$ cat src/rtl/apb_master_if.sv
// apb_master_if: command/response handshake and APB bus signals used by apb_master.
// The master modport is the requester-side APB master's view; the slave modport is
// the opposite view, for the requester/slave side (testbench or integration glue).
interface apb_master_if #(
    parameter int unsigned ADDR_W = 32,
    parameter int unsigned DATA_W = 32
);
    // Requester command channel
    logic              cmd_valid;
    logic              cmd_ready;
    logic              cmd_write;
    logic [ADDR_W-1:0] cmd_addr;
    logic [DATA_W-1:0] cmd_wdata;

    // Requester response channel
    logic              rsp_valid;
    logic [DATA_W-1:0] rsp_rdata;
    logic              rsp_err;
    logic              rsp_timeout;

    // APB bus
    logic              Pselx;
    logic              Penable;
    logic              Pwrite;
    logic [ADDR_W-1:0] Paddr;
    logic [DATA_W-1:0] Pwdata;
    logic              Pready;
    logic              Pslverr;
    logic [DATA_W-1:0] Prdata;

    modport master (
        input  cmd_valid, cmd_write, cmd_addr, cmd_wdata,
        input  Pready, Pslverr, Prdata,
        output cmd_ready, rsp_valid, rsp_rdata, rsp_err, rsp_timeout,
        output Pselx, Penable, Pwrite, Paddr, Pwdata
    );

    modport slave (
        output cmd_valid, cmd_write, cmd_addr, cmd_wdata,
        output Pready, Pslverr, Prdata,
        input  cmd_ready, rsp_valid, rsp_rdata, rsp_err, rsp_timeout,
        input  Pselx, Penable, Pwrite, Paddr, Pwdata
    );
endinterface

$ cat src/rtl/apb_master.sv
// apb_master: turns a single command/response handshake into APB SETUP/ACCESS
// transfers to one slave. All APB and response outputs are registered; cmd_ready
// is combinational (IDLE and out of reset).
// Optional macro APB_TIMEOUT_EN: adds an ACCESS watchdog that aborts a transfer
// after TIMEOUT_CYCLES wait cycles and reports it with rsp_err/rsp_timeout.
module apb_master #(
    parameter int unsigned ADDR_W         = 32,
    parameter int unsigned DATA_W         = 32,
    parameter int unsigned TIMEOUT_CYCLES = 16
) (
    input  logic               Pclk,
    input  logic               Prst_n,
    apb_master_if.master       io_bus
);

    typedef enum logic [1:0] {
        ST_IDLE   = 2'd0,
        ST_SETUP  = 2'd1,
        ST_ACCESS = 2'd2
    } state_t;

    state_t            r_state, w_state_nxt;

    logic              r_psel,        w_psel_nxt;
    logic              r_penable,     w_penable_nxt;
    logic              r_pwrite,      w_pwrite_nxt;
    logic [ADDR_W-1:0] r_paddr,       w_paddr_nxt;
    logic [DATA_W-1:0] r_pwdata,      w_pwdata_nxt;
    logic              r_rsp_valid,   w_rsp_valid_nxt;
    logic [DATA_W-1:0] r_rsp_rdata,   w_rsp_rdata_nxt;
    logic              r_rsp_err,     w_rsp_err_nxt;
    logic              r_rsp_timeout, w_rsp_timeout_nxt;

    logic              w_timeout_hit;

`ifdef APB_TIMEOUT_EN
    localparam int unsigned CNT_W = $clog2(TIMEOUT_CYCLES + 1);

    logic [CNT_W-1:0]  r_cnt, w_cnt_nxt;

    // Limit is hit on the wait cycle that would bring the count to TIMEOUT_CYCLES.
    assign w_timeout_hit = (r_state == ST_ACCESS) && !io_bus.Pready &&
                           (r_cnt == CNT_W'(TIMEOUT_CYCLES - 1));

    // Watchdog count: cleared on SETUP entry, advanced by each ACCESS wait cycle.
    always_comb begin
        w_cnt_nxt = r_cnt;
        if (r_state == ST_IDLE && io_bus.cmd_valid) begin
            w_cnt_nxt = '0;
        end else if (r_state == ST_ACCESS && !io_bus.Pready) begin
            w_cnt_nxt = r_cnt + CNT_W'(1);
        end
    end

    // Watchdog counter register.
    always_ff @(posedge Pclk) begin
        if (!Prst_n) begin
            r_cnt <= '0;
        end else begin
            r_cnt <= w_cnt_nxt;
        end
    end
`else
    logic w_unused_cfg;

    // No watchdog: ACCESS waits for Pready indefinitely.
    assign w_timeout_hit = 1'b0;
    assign w_unused_cfg  = (TIMEOUT_CYCLES != 0);
`endif

    // Next-state and next-output logic; every register holds unless changed below.
    always_comb begin
        w_state_nxt       = r_state;
        w_psel_nxt        = r_psel;
        w_penable_nxt     = r_penable;
        w_pwrite_nxt      = r_pwrite;
        w_paddr_nxt       = r_paddr;
        w_pwdata_nxt      = r_pwdata;
        w_rsp_valid_nxt   = 1'b0;
        w_rsp_rdata_nxt   = r_rsp_rdata;
        w_rsp_err_nxt     = r_rsp_err;
        w_rsp_timeout_nxt = r_rsp_timeout;

        unique case (r_state)
            ST_IDLE: begin
                w_psel_nxt    = 1'b0;
                w_penable_nxt = 1'b0;
                if (io_bus.cmd_valid) begin
                    w_state_nxt  = ST_SETUP;
                    w_psel_nxt   = 1'b1;
                    w_pwrite_nxt = io_bus.cmd_write;
                    w_paddr_nxt  = io_bus.cmd_addr;
                    w_pwdata_nxt = io_bus.cmd_write ? io_bus.cmd_wdata : '0;
                end
            end
            ST_SETUP: begin
                w_state_nxt   = ST_ACCESS;
                w_psel_nxt    = 1'b1;
                w_penable_nxt = 1'b1;
            end
            ST_ACCESS: begin
                if (io_bus.Pready) begin
                    w_state_nxt       = ST_IDLE;
                    w_psel_nxt        = 1'b0;
                    w_penable_nxt     = 1'b0;
                    w_rsp_valid_nxt   = 1'b1;
                    w_rsp_err_nxt     = io_bus.Pslverr;
                    w_rsp_timeout_nxt = 1'b0;
                    if (!r_pwrite) begin
                        w_rsp_rdata_nxt = io_bus.Prdata;
                    end
                end else if (w_timeout_hit) begin
                    w_state_nxt       = ST_IDLE;
                    w_psel_nxt        = 1'b0;
                    w_penable_nxt     = 1'b0;
                    w_rsp_valid_nxt   = 1'b1;
                    w_rsp_err_nxt     = 1'b1;
                    w_rsp_timeout_nxt = 1'b1;
                    w_rsp_rdata_nxt   = '0;
                end
            end
            default: begin
                w_state_nxt   = ST_IDLE;
                w_psel_nxt    = 1'b0;
                w_penable_nxt = 1'b0;
            end
        endcase
    end

    // State and output registers with synchronous active-low reset.
    always_ff @(posedge Pclk) begin
        if (!Prst_n) begin
            r_state       <= ST_IDLE;
            r_psel        <= 1'b0;
            r_penable     <= 1'b0;
            r_pwrite      <= 1'b0;
            r_paddr       <= '0;
            r_pwdata      <= '0;
            r_rsp_valid   <= 1'b0;
            r_rsp_rdata   <= '0;
            r_rsp_err     <= 1'b0;
            r_rsp_timeout <= 1'b0;
        end else begin
            r_state       <= w_state_nxt;
            r_psel        <= w_psel_nxt;
            r_penable     <= w_penable_nxt;
            r_pwrite      <= w_pwrite_nxt;
            r_paddr       <= w_paddr_nxt;
            r_pwdata      <= w_pwdata_nxt;
            r_rsp_valid   <= w_rsp_valid_nxt;
            r_rsp_rdata   <= w_rsp_rdata_nxt;
            r_rsp_err     <= w_rsp_err_nxt;
            r_rsp_timeout <= w_rsp_timeout_nxt;
        end
    end

    assign io_bus.cmd_ready   = (r_state == ST_IDLE) && Prst_n;
    assign io_bus.Pselx       = r_psel;
    assign io_bus.Penable     = r_penable;
    assign io_bus.Pwrite      = r_pwrite;
    assign io_bus.Paddr       = r_paddr;
    assign io_bus.Pwdata      = r_pwdata;
    assign io_bus.rsp_valid   = r_rsp_valid;
    assign io_bus.rsp_rdata   = r_rsp_rdata;
    assign io_bus.rsp_err     = r_rsp_err;
    assign io_bus.rsp_timeout = r_rsp_timeout;

endmodule
$ cat src/flat_wrapper.sv
// flat-port wrapper written by rule: the top's interface ports become plain ports
module apb_master_flat 
#(
    parameter int unsigned ADDR_W         = 32,
    parameter int unsigned DATA_W         = 32,
    parameter int unsigned TIMEOUT_CYCLES = 16
)
  (Pclk, Prst_n, io_bus_cmd_valid, io_bus_cmd_write, io_bus_cmd_addr, io_bus_cmd_wdata, io_bus_Pready, io_bus_Pslverr, io_bus_Prdata, io_bus_cmd_ready, io_bus_rsp_valid, io_bus_rsp_rdata, io_bus_rsp_err, io_bus_rsp_timeout, io_bus_Pselx, io_bus_Penable, io_bus_Pwrite, io_bus_Paddr, io_bus_Pwdata);
  apb_master_if #(.ADDR_W(ADDR_W), .DATA_W(DATA_W)) io_bus_i ();
  input  logic Pclk;
  input  logic Prst_n;
  input wire logic [$bits(io_bus_i.cmd_valid)-1:0] io_bus_cmd_valid;
  input wire logic [$bits(io_bus_i.cmd_write)-1:0] io_bus_cmd_write;
  input wire logic [$bits(io_bus_i.cmd_addr)-1:0] io_bus_cmd_addr;
  input wire logic [$bits(io_bus_i.cmd_wdata)-1:0] io_bus_cmd_wdata;
  input wire logic [$bits(io_bus_i.Pready)-1:0] io_bus_Pready;
  input wire logic [$bits(io_bus_i.Pslverr)-1:0] io_bus_Pslverr;
  input wire logic [$bits(io_bus_i.Prdata)-1:0] io_bus_Prdata;
  output wire logic [$bits(io_bus_i.cmd_ready)-1:0] io_bus_cmd_ready;
  output wire logic [$bits(io_bus_i.rsp_valid)-1:0] io_bus_rsp_valid;
  output wire logic [$bits(io_bus_i.rsp_rdata)-1:0] io_bus_rsp_rdata;
  output wire logic [$bits(io_bus_i.rsp_err)-1:0] io_bus_rsp_err;
  output wire logic [$bits(io_bus_i.rsp_timeout)-1:0] io_bus_rsp_timeout;
  output wire logic [$bits(io_bus_i.Pselx)-1:0] io_bus_Pselx;
  output wire logic [$bits(io_bus_i.Penable)-1:0] io_bus_Penable;
  output wire logic [$bits(io_bus_i.Pwrite)-1:0] io_bus_Pwrite;
  output wire logic [$bits(io_bus_i.Paddr)-1:0] io_bus_Paddr;
  output wire logic [$bits(io_bus_i.Pwdata)-1:0] io_bus_Pwdata;
  assign io_bus_i.cmd_valid = io_bus_cmd_valid;
  assign io_bus_i.cmd_write = io_bus_cmd_write;
  assign io_bus_i.cmd_addr = io_bus_cmd_addr;
  assign io_bus_i.cmd_wdata = io_bus_cmd_wdata;
  assign io_bus_i.Pready = io_bus_Pready;
  assign io_bus_i.Pslverr = io_bus_Pslverr;
  assign io_bus_i.Prdata = io_bus_Prdata;
  assign io_bus_cmd_ready = io_bus_i.cmd_ready;
  assign io_bus_rsp_valid = io_bus_i.rsp_valid;
  assign io_bus_rsp_rdata = io_bus_i.rsp_rdata;
  assign io_bus_rsp_err = io_bus_i.rsp_err;
  assign io_bus_rsp_timeout = io_bus_i.rsp_timeout;
  assign io_bus_Pselx = io_bus_i.Pselx;
  assign io_bus_Penable = io_bus_i.Penable;
  assign io_bus_Pwrite = io_bus_i.Pwrite;
  assign io_bus_Paddr = io_bus_i.Paddr;
  assign io_bus_Pwdata = io_bus_i.Pwdata;
  apb_master #(.ADDR_W(ADDR_W), .DATA_W(DATA_W), .TIMEOUT_CYCLES(TIMEOUT_CYCLES)) u_core (.Pclk(Pclk), .Prst_n(Prst_n), .io_bus(io_bus_i));
endmodule
$ cat config.mk
export PLATFORM = sky130hd
export DESIGN_NAME = apb_master_flat
export DESIGN_NICKNAME = d
export VERILOG_FILES = /design/src/rtl/apb_master_if.sv /design/src/rtl/apb_master.sv /design/src/flat_wrapper.sv
export SDC_FILE = /design/constraint.sdc
export NUM_CORES = 1
export LEC_CHECK = 0
export CAP_MARGIN = 40
export CORE_MARGIN = 3
export CORE_UTILIZATION = 44
export DETAILED_ROUTE_END_ITERATION = 7
export HOLD_SLACK_MARGIN = 0.06
export PLACE_DENSITY = 0.86
export SLEW_MARGIN = 10
export SYNTH_ARGS = -nofsm -noshare
export SYNTH_HDL_FRONTEND = slang
export SYNTH_SLANG_ARGS = --single-unit
export TNS_END_PERCENT = 1
$ cat constraint.sdc
create_clock -name Pclk -period 3 [get_ports Pclk]
set_clock_uncertainty 0.1 [all_clocks]
set_input_delay 0.45 -clock Pclk [delete_from_list [all_inputs] [get_ports Pclk]]
set_output_delay 0.45 -clock Pclk [all_outputs]
set_load 0.005 [all_outputs]
==> impl_metrics.json, run 1 <==
{
  "period_minus_slack_ns": 2.158,
  "period_share": 0.7193,
  "setup_ws_ns": 0.8421,
  "grt_start_max_net_pins": 201,
  "synth_cells": 452,
  "grt_pass1_wl_um": 17610,
  "pin_count": 205,
  "drc_errors": 0,
  "hpwl_um": 7825,
  "syn2layout_area_growth_pct": 50.26,
  "rsz0062_at_grt": "false",
  "start_util": 0.4561,
  "hold_class": "register to register",
  "vias": 3676,
  "ys_warn_count": 0,
  "hold_viol_final": 0,
  "grt_overflow_total": 0,
  "htree_levels": 3,
  "synthesis.nets": 554,
  "gp_congestion": 0.7396,
  "fin_nets": 735,
  "grt_usage": 0.1944,
  "critPathKind": "register to output pin",
  "critPathArrivalTime_ns": 1.61,
  "first_iter_violations": 112,
  "clock_latency_ns": 0.33,
  "ant_nets": 0,
  "dpl_worst_slack_ns": 0.8076,
  "maxSlewHeadroom": 0.4811,
  "cts_tree": "yes",
  "cts_sinks": 103,
  "rr_startpoint": "u_core.r_state[1]$_SDFFE_PN0P_",
  "end_kind": "output pin",
  "fin_tns_setup_ns": 0,
  "cts_root_buf": "clkbuf_8",
  "antenna_found_initial": 0,
  "status": "completed",
  "path_max_fanout": 9,
  "start_kind": "register",
  "maxCapViolCount": 0,
  "crit_required_ns": 2.45,
  "core_um2": 9328,
  "drt_pre_antenna_iters": 4,
  "die_w_um": 104.3,
  "stdcell_count": 767,
  "die_h_um": 104.3,
  "grt_pass1_vias": 3616,
  "peakVddDrop_mv": 0.2874,
  "dp_cells": 751,
  "synth_seq_cells": 103,
  "cts_setup_buffers": 0,
  "port-buffer-count": 203,
  "viasPerCell": 4.793,
  "hold_end": "u_core.io_bus.Paddr[23]$_SDFFE_PN0P_",
  "max_clock_freq_mhz": 463.4,
  "cts_buffers": 9,
  "hp-start": "u_core.io_bus.Paddr[23]$_SDFFE_PN0P_",
  "rows": 35,
  "clk_pin_slew_ns": 0.10,
  "p_per_area_nw_per_um2": 436.2,
  "tightestPinTransition_ns": 0.7783,
  "cts_hold_buffers": 0,
  "wl_per_cell_um": 14.09,
  "syn_area_um2": 4254,
  "final_cell_mix": "clkdlybuf4s50_1 (202), nand2_1 (165), dfxtp_1 (103)",
  "layout_commonest_cell": "clkdlybuf4s50_1",
  "synth_cell_types": 24,
  "ctsResizeCount": 0,
  "hold_depth": 2,
  "setup_violations": 0,
  "wl_um": 10810,
  "clock_path_buffers": 2,
  "slew_viol_final": 0,
  "dieArea_um2": 10880,
  "r2r-end": "u_core.io_bus.Paddr[30]$_SDFFE_PN0P_",
  "regToRegSetupSlack_ns": 1.33,
  "ff2ff_path_depth": 3,
  "diodes": 0,
  "final_layout_size_suffix_gt1_frac": 0.03918,
  "leakagePower_nw": 2.426,
  "synth_area_per_cell_um2": 9.412,
  "yosysSeqAreaShare": 0.4847
}
## sequential cells by signal, indices dropped and copies added, names as in the netlist
| signal | flops |
|---|---|
| u_core.r_state | 2 |
| u_core.io_bus.Pselx | 1 |
| u_core.io_bus.rsp_err | 1 |
| u_core.io_bus.Pwrite | 1 |
| u_core.io_bus.rsp_rdata | 32 |
| u_core.io_bus.Paddr | 32 |
| u_core.io_bus.rsp_valid | 1 |
| u_core.io_bus.Pwdata | 32 |
| u_core.io_bus.Penable | 1 |
## synthesized netlist by cell type
cell       number  area [um^2]
mux2i_1        98        980.9
nor2b_1         1        6.260
buf_4           4        30.03
buf_12          8        160.2
buf_2          13        65.06
or3b_2          1        8.760
conb_1          1        3.750
nand3b_1        2        15.01
nand4bb_1       1        11.26
nand3_1        32        160.2
o31ai_1         1        7.510
inv_1           1        3.750
and2_1          1        6.260
dfxtp_1       103         2062
nor3b_4         1        18.77
nor4bb_1        1        10.01
a21oi_1         1        5.000
buf_6           1        11.26
buf_1           1        3.750
clkbuf_1       12        45.04
nor2_1          1        3.750
a2bb2oi_1       1        8.760
nand2_1       165        619.3
nor3b_1         1        7.510
## layer usage
layer,GRT usage,routed length [um]
met5,0,0
met1,0.2214,4414
met3,0.05587,762
met4,0.05793,189
met2,0.3506,5441
## through the flow
stage	power (mW)	instance area, um^2	utilization	hold WS (ns)
after floorplan	1.725	4254	-	0.3511
after global placement	1.975	6202	0.6649	0.3416
after detailed placement	1.989	6202	0.6649	0.3463
after CTS	2.825	6392	0.6853	0.3649
after global routing	2.914	6392	0.6853	0.3763
final	2.788	6392	0.6853	0.3601
## worst max path at each step
stage / start / to / slack (ns) / cells after the start
3_5_place_dp: io_bus_cmd_valid / u_core.io_bus.Pwdata[23]$_SDFFE_PN0P_ / 0.81 / 4
4_1_cts: u_core.r_state[0]$_SDFFE_PN0P_ / io_bus_cmd_ready / 0.80 / 2
5_1_grt: u_core.r_state[1]$_SDFFE_PN0P_ / io_bus_cmd_ready / 0.71 / 2
2_1_floorplan: Prst_n / io_bus_cmd_ready / 1.59 / 2
3_3_place_gp: io_bus_cmd_valid / u_core.io_bus.Pwdata[13]$_SDFFE_PN0P_ / 0.86 / 4
6_report: u_core.r_state[1]$_SDFFE_PN0P_ / io_bus_cmd_ready / 0.84 / 2
## area by class of cell
class	count	area [um^2]
fillers	754	2935
repair buffers	209	2087
flip-flops and latches	103	2062
multi-input cells	309	1888
well taps	129	161.4
clock inverters	4	35.03
clock buffers	12	155.1
inverters	1	3.754
## worst max-delay path: stages, from the launching register on
cell,delay (ns)
dfxtp_1,0.42
nor3b_1,0.29
clkdlybuf4s50_1,0.56
## logic make-up (layout without fill, tap and decap cells)
family,after synthesis,count (layout),share of synthesized area
simple gates,207,207,0.2038
compound gates,3,3,0.005000
buf+inv,40,226,0.07500
mux,98,98,0.2306
other cells,1,1,0.0008815
flops,103,103,0.4847
## report_power, final
part	leakage (nW)	switching [mW]	internal [mW]	total, mW
Sequential	0.840	0.0374	1.43	1.47
Combinational	1.49	0.183	0.304	0.486
Clock	0.0980	0.474	0.360	0.834
(Power assumes the default switching activity.)
==> inputs of run 2 (changes only) <==
--- a/config.mk
+++ b/config.mk
@@ -7,10 +7,10 @@
 export LEC_CHECK = 0
 export CAP_MARGIN = 40
 export CORE_MARGIN = 3
-export CORE_UTILIZATION = 44
+export CORE_UTILIZATION = 37
 export DETAILED_ROUTE_END_ITERATION = 7
 export HOLD_SLACK_MARGIN = 0.06
-export PLACE_DENSITY = 0.86
+export PLACE_DENSITY = 0.77
 export SLEW_MARGIN = 10
 export SYNTH_ARGS = -nofsm -noshare
 export SYNTH_HDL_FRONTEND = slang
==> constraint.sdc (replaced) <==
create_clock -name Pclk -period 1.9 [get_ports Pclk]
set_clock_uncertainty 0.1 [all_clocks]
set_input_delay 0.285 -clock Pclk [delete_from_list [all_inputs] [get_ports Pclk]]
set_output_delay 0.285 -clock Pclk [all_outputs]
set_load 0.005 [all_outputs]
==> run 2 against run 1 <==
Net effect:
- power increased by 78%
- non-clock buffer count increased by 2
- final cell count is 1.7% higher
- highest routed layer unchanged
- core utilization is 8.7 points lower
- sequential power is 58% higher
- largest power group unchanged
- clock power grew 120%
- clock-buffer cell count is 1 lower
- register-to-register slack worse by 0.97 ns
- worst hold slack got worse by 0.034 ns
- sequential share of layout area shrank 0.98 points
- die area up 18%
- first-iteration DRC count up 110%
==> impl_metrics.json, run 2 (synthesis gave the netlist of run 1 again) <==
{
  "path_buf_inv": 1,
  "viasPerCell": 4.691,
  "diodes": 0,
  "cts_buffers": 9,
  "cts_sinks": 103,
  "start_util": 0.3857,
  "antenna_found_initial": 0,
  "rr_startpoint": "u_core.r_state[0]$_SDFFE_PN0P_",
  "dieArea_um2": 12820,
  "crit_chain": "clkdlybuf4s50_1",
  "fillers": 952,
  "drc_errors": 0,
  "peakVddDrop_mv": 0.4755,
  "critPathArrivalTime_ns": 1.28,
  "crit_required_ns": 1.51,
  "ant_nets": 0,
  "maxCapViolCount": 0,
  "maxSlewHeadroom": 0.4568,
  "clock_path_buffers": 2,
  "period_share": 0.8745,
  "hold_ws_ns": 0.3265,
  "slew_viol_final": 0,
  "pin_count": 205,
  "final_layout_size_suffix_gt1_frac": 0.04531,
  "rows": 38,
  "hold_viol_final": 0,
  "grt_usage": 0.1617,
  "layout_commonest_cell": "clkdlybuf4s50_1",
  "start_kind": "register",
  "period_minus_slack_ns": 1.662,
  "clk_pin_slew_ns": 0.07,
  "hpwl_um": 7863,
  "syn2layout_area_growth_pct": 55.06,
  "die_h_um": 113.2,
  "cts_hold_buffers": 0,
  "cts_root_buf": "clkbuf_16",
  "core_um2": 11030,
  "p_per_area_nw_per_um2": 753.4,
  "drt_pre_antenna_iters": 4,
  "crit_start": "u_core.io_bus.Pwrite$_SDFFE_PN0P_",
  "critPathSlowestCell": "clkdlybuf4s50_1",
  "path_max_fanout": 3,
  "setup_violations": 0,
  "grt_pass1_vias": 3623,
  "port-buffer-count": 203,
  "max_clock_freq_mhz": 601.8,
  "fin_nets": 737,
  "first_iter_violations": 236,
  "clock_latency_ns": 0.32,
  "hp-start": "Prst_n",
  "wl_per_cell_um": 13.98,
  "htree_levels": 3,
  "status": "completed",
  "rsz0062_at_grt": "false",
  "vias": 3659,
  "die_w_um": 113.2,
  "hold_class": "input pin to register",
  "cp_top_family": "buffers and inverters",
  "cts_tree": "yes",
  "max_stage_delay_ns": 0.56,
  "wl_um": 10910,
  "fin_tns_setup_ns": 0,
  "final_cell_mix": "clkdlybuf4s50_1 (201), nand2_1 (165), dfxtp_1 (102)",
  "grt_pass1_wl_um": 17320,
  "critPathKind": "register to output pin",
  "leakagePower_nw": 2.515,
  "gp_congestion": 0.8082,
  "grt_overflow_total": 0,
  "end_kind": "output pin",
  "grt_start_max_net_pins": 201,
  "tightestPinTransition_ns": 0.8148
}
run 2: changes by cell type in the layout (fill, tap and decap cells not counted), moves of 2 or more:
cell / before / now
clkbuf_8: 11 / 1
buf_4: 6 / 4
buf_12: 1 / 5
clkbuf_16: 0 / 9
run 2: cell type report:
| class | count | area, um^2 | area share |
|---|---|---|---|
| multi-input combinational | 309 | 1893 | 0.2870 |
| sequential | 103 | 2063 | 0.3128 |
| tap | 140 | 175.2 | 0.02656 |
| inverter | 1 | 3.754 | 0.0005690 |
| clock inverter | 5 | 63.81 | 0.009674 |
| timing repair buffer | 211 | 2155 | 0.3266 |
| clock buffer | 11 | 242.7 | 0.03680 |
run 2: power by group:
part | internal [mW] | leakage (nW) | switching [mW]
logic | 0.495 | 1.53 | 0.295
clock network | 1.07 | 0.147 | 0.794
registers | 2.26 | 0.840 | 0.0557
run 2: final timing paths:
| path | end | slack [ns] | cells past startpoint |
|---|---|---|---|
| worst max-delay path | io_bus_Pwrite | 0.24 | 1 |
| worst min-delay path | u_core.r_state[0]$_SDFFE_PN0P_ | 0.33 | 3 |
| worst max register to register | u_core.io_bus.Pwdata[31]$_SDFFE_PN0P_ | 0.36 | 4 |
| worst min register to register | u_core.io_bus.Paddr[31]$_SDFFE_PN0P_ | 0.36 | 2 |
run 2: per-layer routing:
| metal | global-route usage | up-vias | wire (um) |
|---|---|---|---|
| met4 | 0.04567 | 0 | 112 |
| li1 | - | 1842 | - |
| met3 | 0.04278 | 9 | 753 |
| met1 | 0.1975 | 1697 | 4637 |
| met5 | 0 | - | 0 |
| met2 | 0.2804 | 111 | 5401 |
run 2: worst reg2reg max path, delay by kind of cell, from the launching register on:
family	cells	cell delay [ns]
buf+inv	2	0.48
flops	1	0.32
simple gates	1	0.28
mux	1	0.28
run 2: repair_timing:
item / CTS / global route
endpoints found under the setup margin: 1 / 1
gates cloned: 0 / 0
setup buffers: 0 / 0
resized for setup: 2 / 1
run 2: per-stage QoR:
| step | instance area [um^2] | std cells | total power, mW | worst slack [ns] | utilization |
|---|---|---|---|---|---|
| 2_1_floorplan | 4254 | 452 | 2.724 | 0.5821 | - |
| 3_3_place_gp | 6281 | 764 | 3.141 | 0.05522 | 0.5694 |
| 3_5_place_dp | 6281 | 764 | 3.162 | 0.008567 | 0.5694 |
| 4_1_cts | 6594 | 780 | 5.043 | 0.02693 | 0.5978 |
| 5_1_grt | 6596 | 780 | 5.182 | 0.1752 | 0.5980 |
| 6_report | 6596 | 780 | 4.970 | 0.2384 | 0.5980 |
==> inputs of run 3 (changes only) <==
--- a/config.mk
+++ b/config.mk
@@ -9,6 +9,7 @@
 export CORE_MARGIN = 3
 export CORE_UTILIZATION = 37
 export DETAILED_ROUTE_END_ITERATION = 7
+export GPL_TIMING_DRIVEN = 0
 export HOLD_SLACK_MARGIN = 0.06
 export PLACE_DENSITY = 0.77
 export SLEW_MARGIN = 10
==> run 3 against run 2 <==
Net effect:
- first-iteration DRC count shrank 23%
- highest routed layer unchanged
- sequential share of layout area is 0.67 points lower
- die area did not move
- sequential power hardly changed
- largest cell class unchanged
- final cell count increased by 4.0%
- critical endpoint is now u_core.io_bus.rsp_rdata[22]$_SDFFE_PN0P_
- clock-buffer cell count is 1 higher
==> impl_metrics.json, run 3 (synthesis gave the netlist of run 1 again) <==
{
  "status": "completed",
  "port-buffer-count": 202,
  "wl_per_cell_um": 15.86,
  "clk_pin_slew_ns": 0.07,
  "first_iter_violations": 181,
  "dieArea_um2": 12820,
  "setup_ws_ns": 0.1571,
  "path_buf_inv": 5,
  "ant_nets": 0,
  "layout_commonest_cell": "clkdlybuf4s50_1",
  "drc_errors": 0,
  "hold_viol_final": 0,
  "fillers": 989,
  "clock_path_buffers": 2,
  "grt_overflow_total": 0,
  "cts_buffers": 9,
  "max_stage_delay_ns": 0.51,
  "start_kind": "input pin",
  "cp_common_cell": "buf_2",
  "power.total_mw": 4.881,
  "critPathArrivalTime_ns": 1.90,
  "grt_usage": 0.1950,
  "multi_input_comb_area_um2": 1878,
  "rows": 38,
  "maxCapViolCount": 0,
  "drt_pre_antenna_iters": 5,
  "diodes": 0,
  "vias": 3873,
  "syn2layout_area_growth_pct": 58.35,
  "grt_pass1_wl_um": 20330,
  "wl_um": 12870,
  "end_kind": "register",
  "final_cell_mix": "clkdlybuf4s50_1 (201), nand2_1 (165), dfxtp_1 (103)",
  "clock_latency_ns": 0.33,
  "final_layout_size_suffix_gt1_frac": 0.06408,
  "grt_pass1_vias": 4057,
  "htree_levels": 3,
  "peakVddDrop_mv": 0.5194,
  "core_um2": 11030,
  "hpwl_um": 9905,
  "period_share": 0.9173,
  "die_w_um": 113.2,
  "tightestPinTransition_ns": 0.5383,
  "maxSlewHeadroom": 0.6411,
  "dp_cells": 794,
  "cts_tree": "yes",
  "dpl_worst_slack_ns": -0.3501,
  "gp_congestion": 0.8188,
  "hold_ws_ns": 0.2247,
  "viasPerCell": 4.776,
  "antenna_found_initial": 0,
  "cts_sinks": 103,
  "path_max_fanout": 10,
  "cts_root_buf": "clkbuf_16",
  "stdcell_count": 811,
  "p_per_area_nw_per_um2": 724.5,
  "register_area_um2": 2062,
  "leakagePower_nw": 2.581,
  "max_clock_freq_mhz": 573.8,
  "crit_required_ns": 2.06,
  "period_minus_slack_ns": 1.743,
  "grt_start_max_net_pins": 17,
  "setup_violations": 0,
  "final_util": 0.6107,
  "crit_chain": "clkdlybuf4s50_1 > buf_6 > buf_4 > buf_2 > buf_2 > nand2_1 > mux2i_1",
  "cp_top_family": "buffers and inverters",
  "slew_viol_final": 0,
  "start_util": 0.3857,
  "pin_count": 205,
  "die_h_um": 113.2,
  "critPathKind": "input pin to register",
  "fin_nets": 768,
  "critPathSlowestCell": "clkdlybuf4s50_1",
  "regToRegSetupSlack_ns": 0.41,
  "rsz0062_at_grt": "false",
  "hold_class": "input pin to register"
}
==> run 3: stage by stage <==
step | setup TNS [ns] | area, um^2
after CTS | 0 | 6736
after global routing | 0 | 6736
after detailed placement | -11.89 | 6451
after global placement | -8.050 | 6451
after floorplan | 0 | 4254
final | 0 | 6736
==> run 3: layout make-up <==
cell class / instances / share of cell area
sequential: 103 / 0.3061
timing repair buffer: 203 / 0.3011
multi-input combinational: 309 / 0.2788
buffer: 39 / 0.04773
clock buffer: 12 / 0.03510
tap: 140 / 0.02600
clock inverter: 4 / 0.004643
inverter: 1 / 0.0005572
==> run 3: repair_timing <==
action | CTS | global route
resized for setup | 4 | 0
buffers inserted | 1 | 0
hold buffers | 0 | 0
hold endpoints to repair | 0 | 0
setup endpoints to repair | 1 | 0
==> run 3: worst paths after layout <==
check	cells past startpoint	start	to
max	7	Prst_n	u_core.io_bus.rsp_rdata[22]$_SDFFE_PN0P_
min reg2reg	2	u_core.io_bus.rsp_rdata[18]$_SDFFE_PN0P_	u_core.io_bus.rsp_rdata[18]$_SDFFE_PN0P_
min	3	io_bus_cmd_write	u_core.io_bus.Pwdata[31]$_SDFFE_PN0P_
max reg2reg	4	u_core.r_state[0]$_SDFFE_PN0P_	u_core.io_bus.rsp_rdata[3]$_SDFFE_PN0P_
==> run 3: metal layers <==
metal	up-vias	GRT usage	part of all wire	routed length [um]
met5	-	0	0	0
met4	0	0.05128	0.010	132
met3	7	0.05134	0.066	854
met2	128	0.3531	0.51	6622
met1	1839	0.2273	0.41	5256
li1	1899	-	-	-
==> run 3: power breakdown <==
part	internal [mW]	switching, mW
clock	0.897	0.811
sequential	2.26	0.0560
combinational	0.530	0.328
total	3.69	1.19
==> run 3: tightest hold or removal path: stages <==
cell and delay (ns):
clkbuf_1 0.15, nand3_1 0.10, mux2i_1 0.06
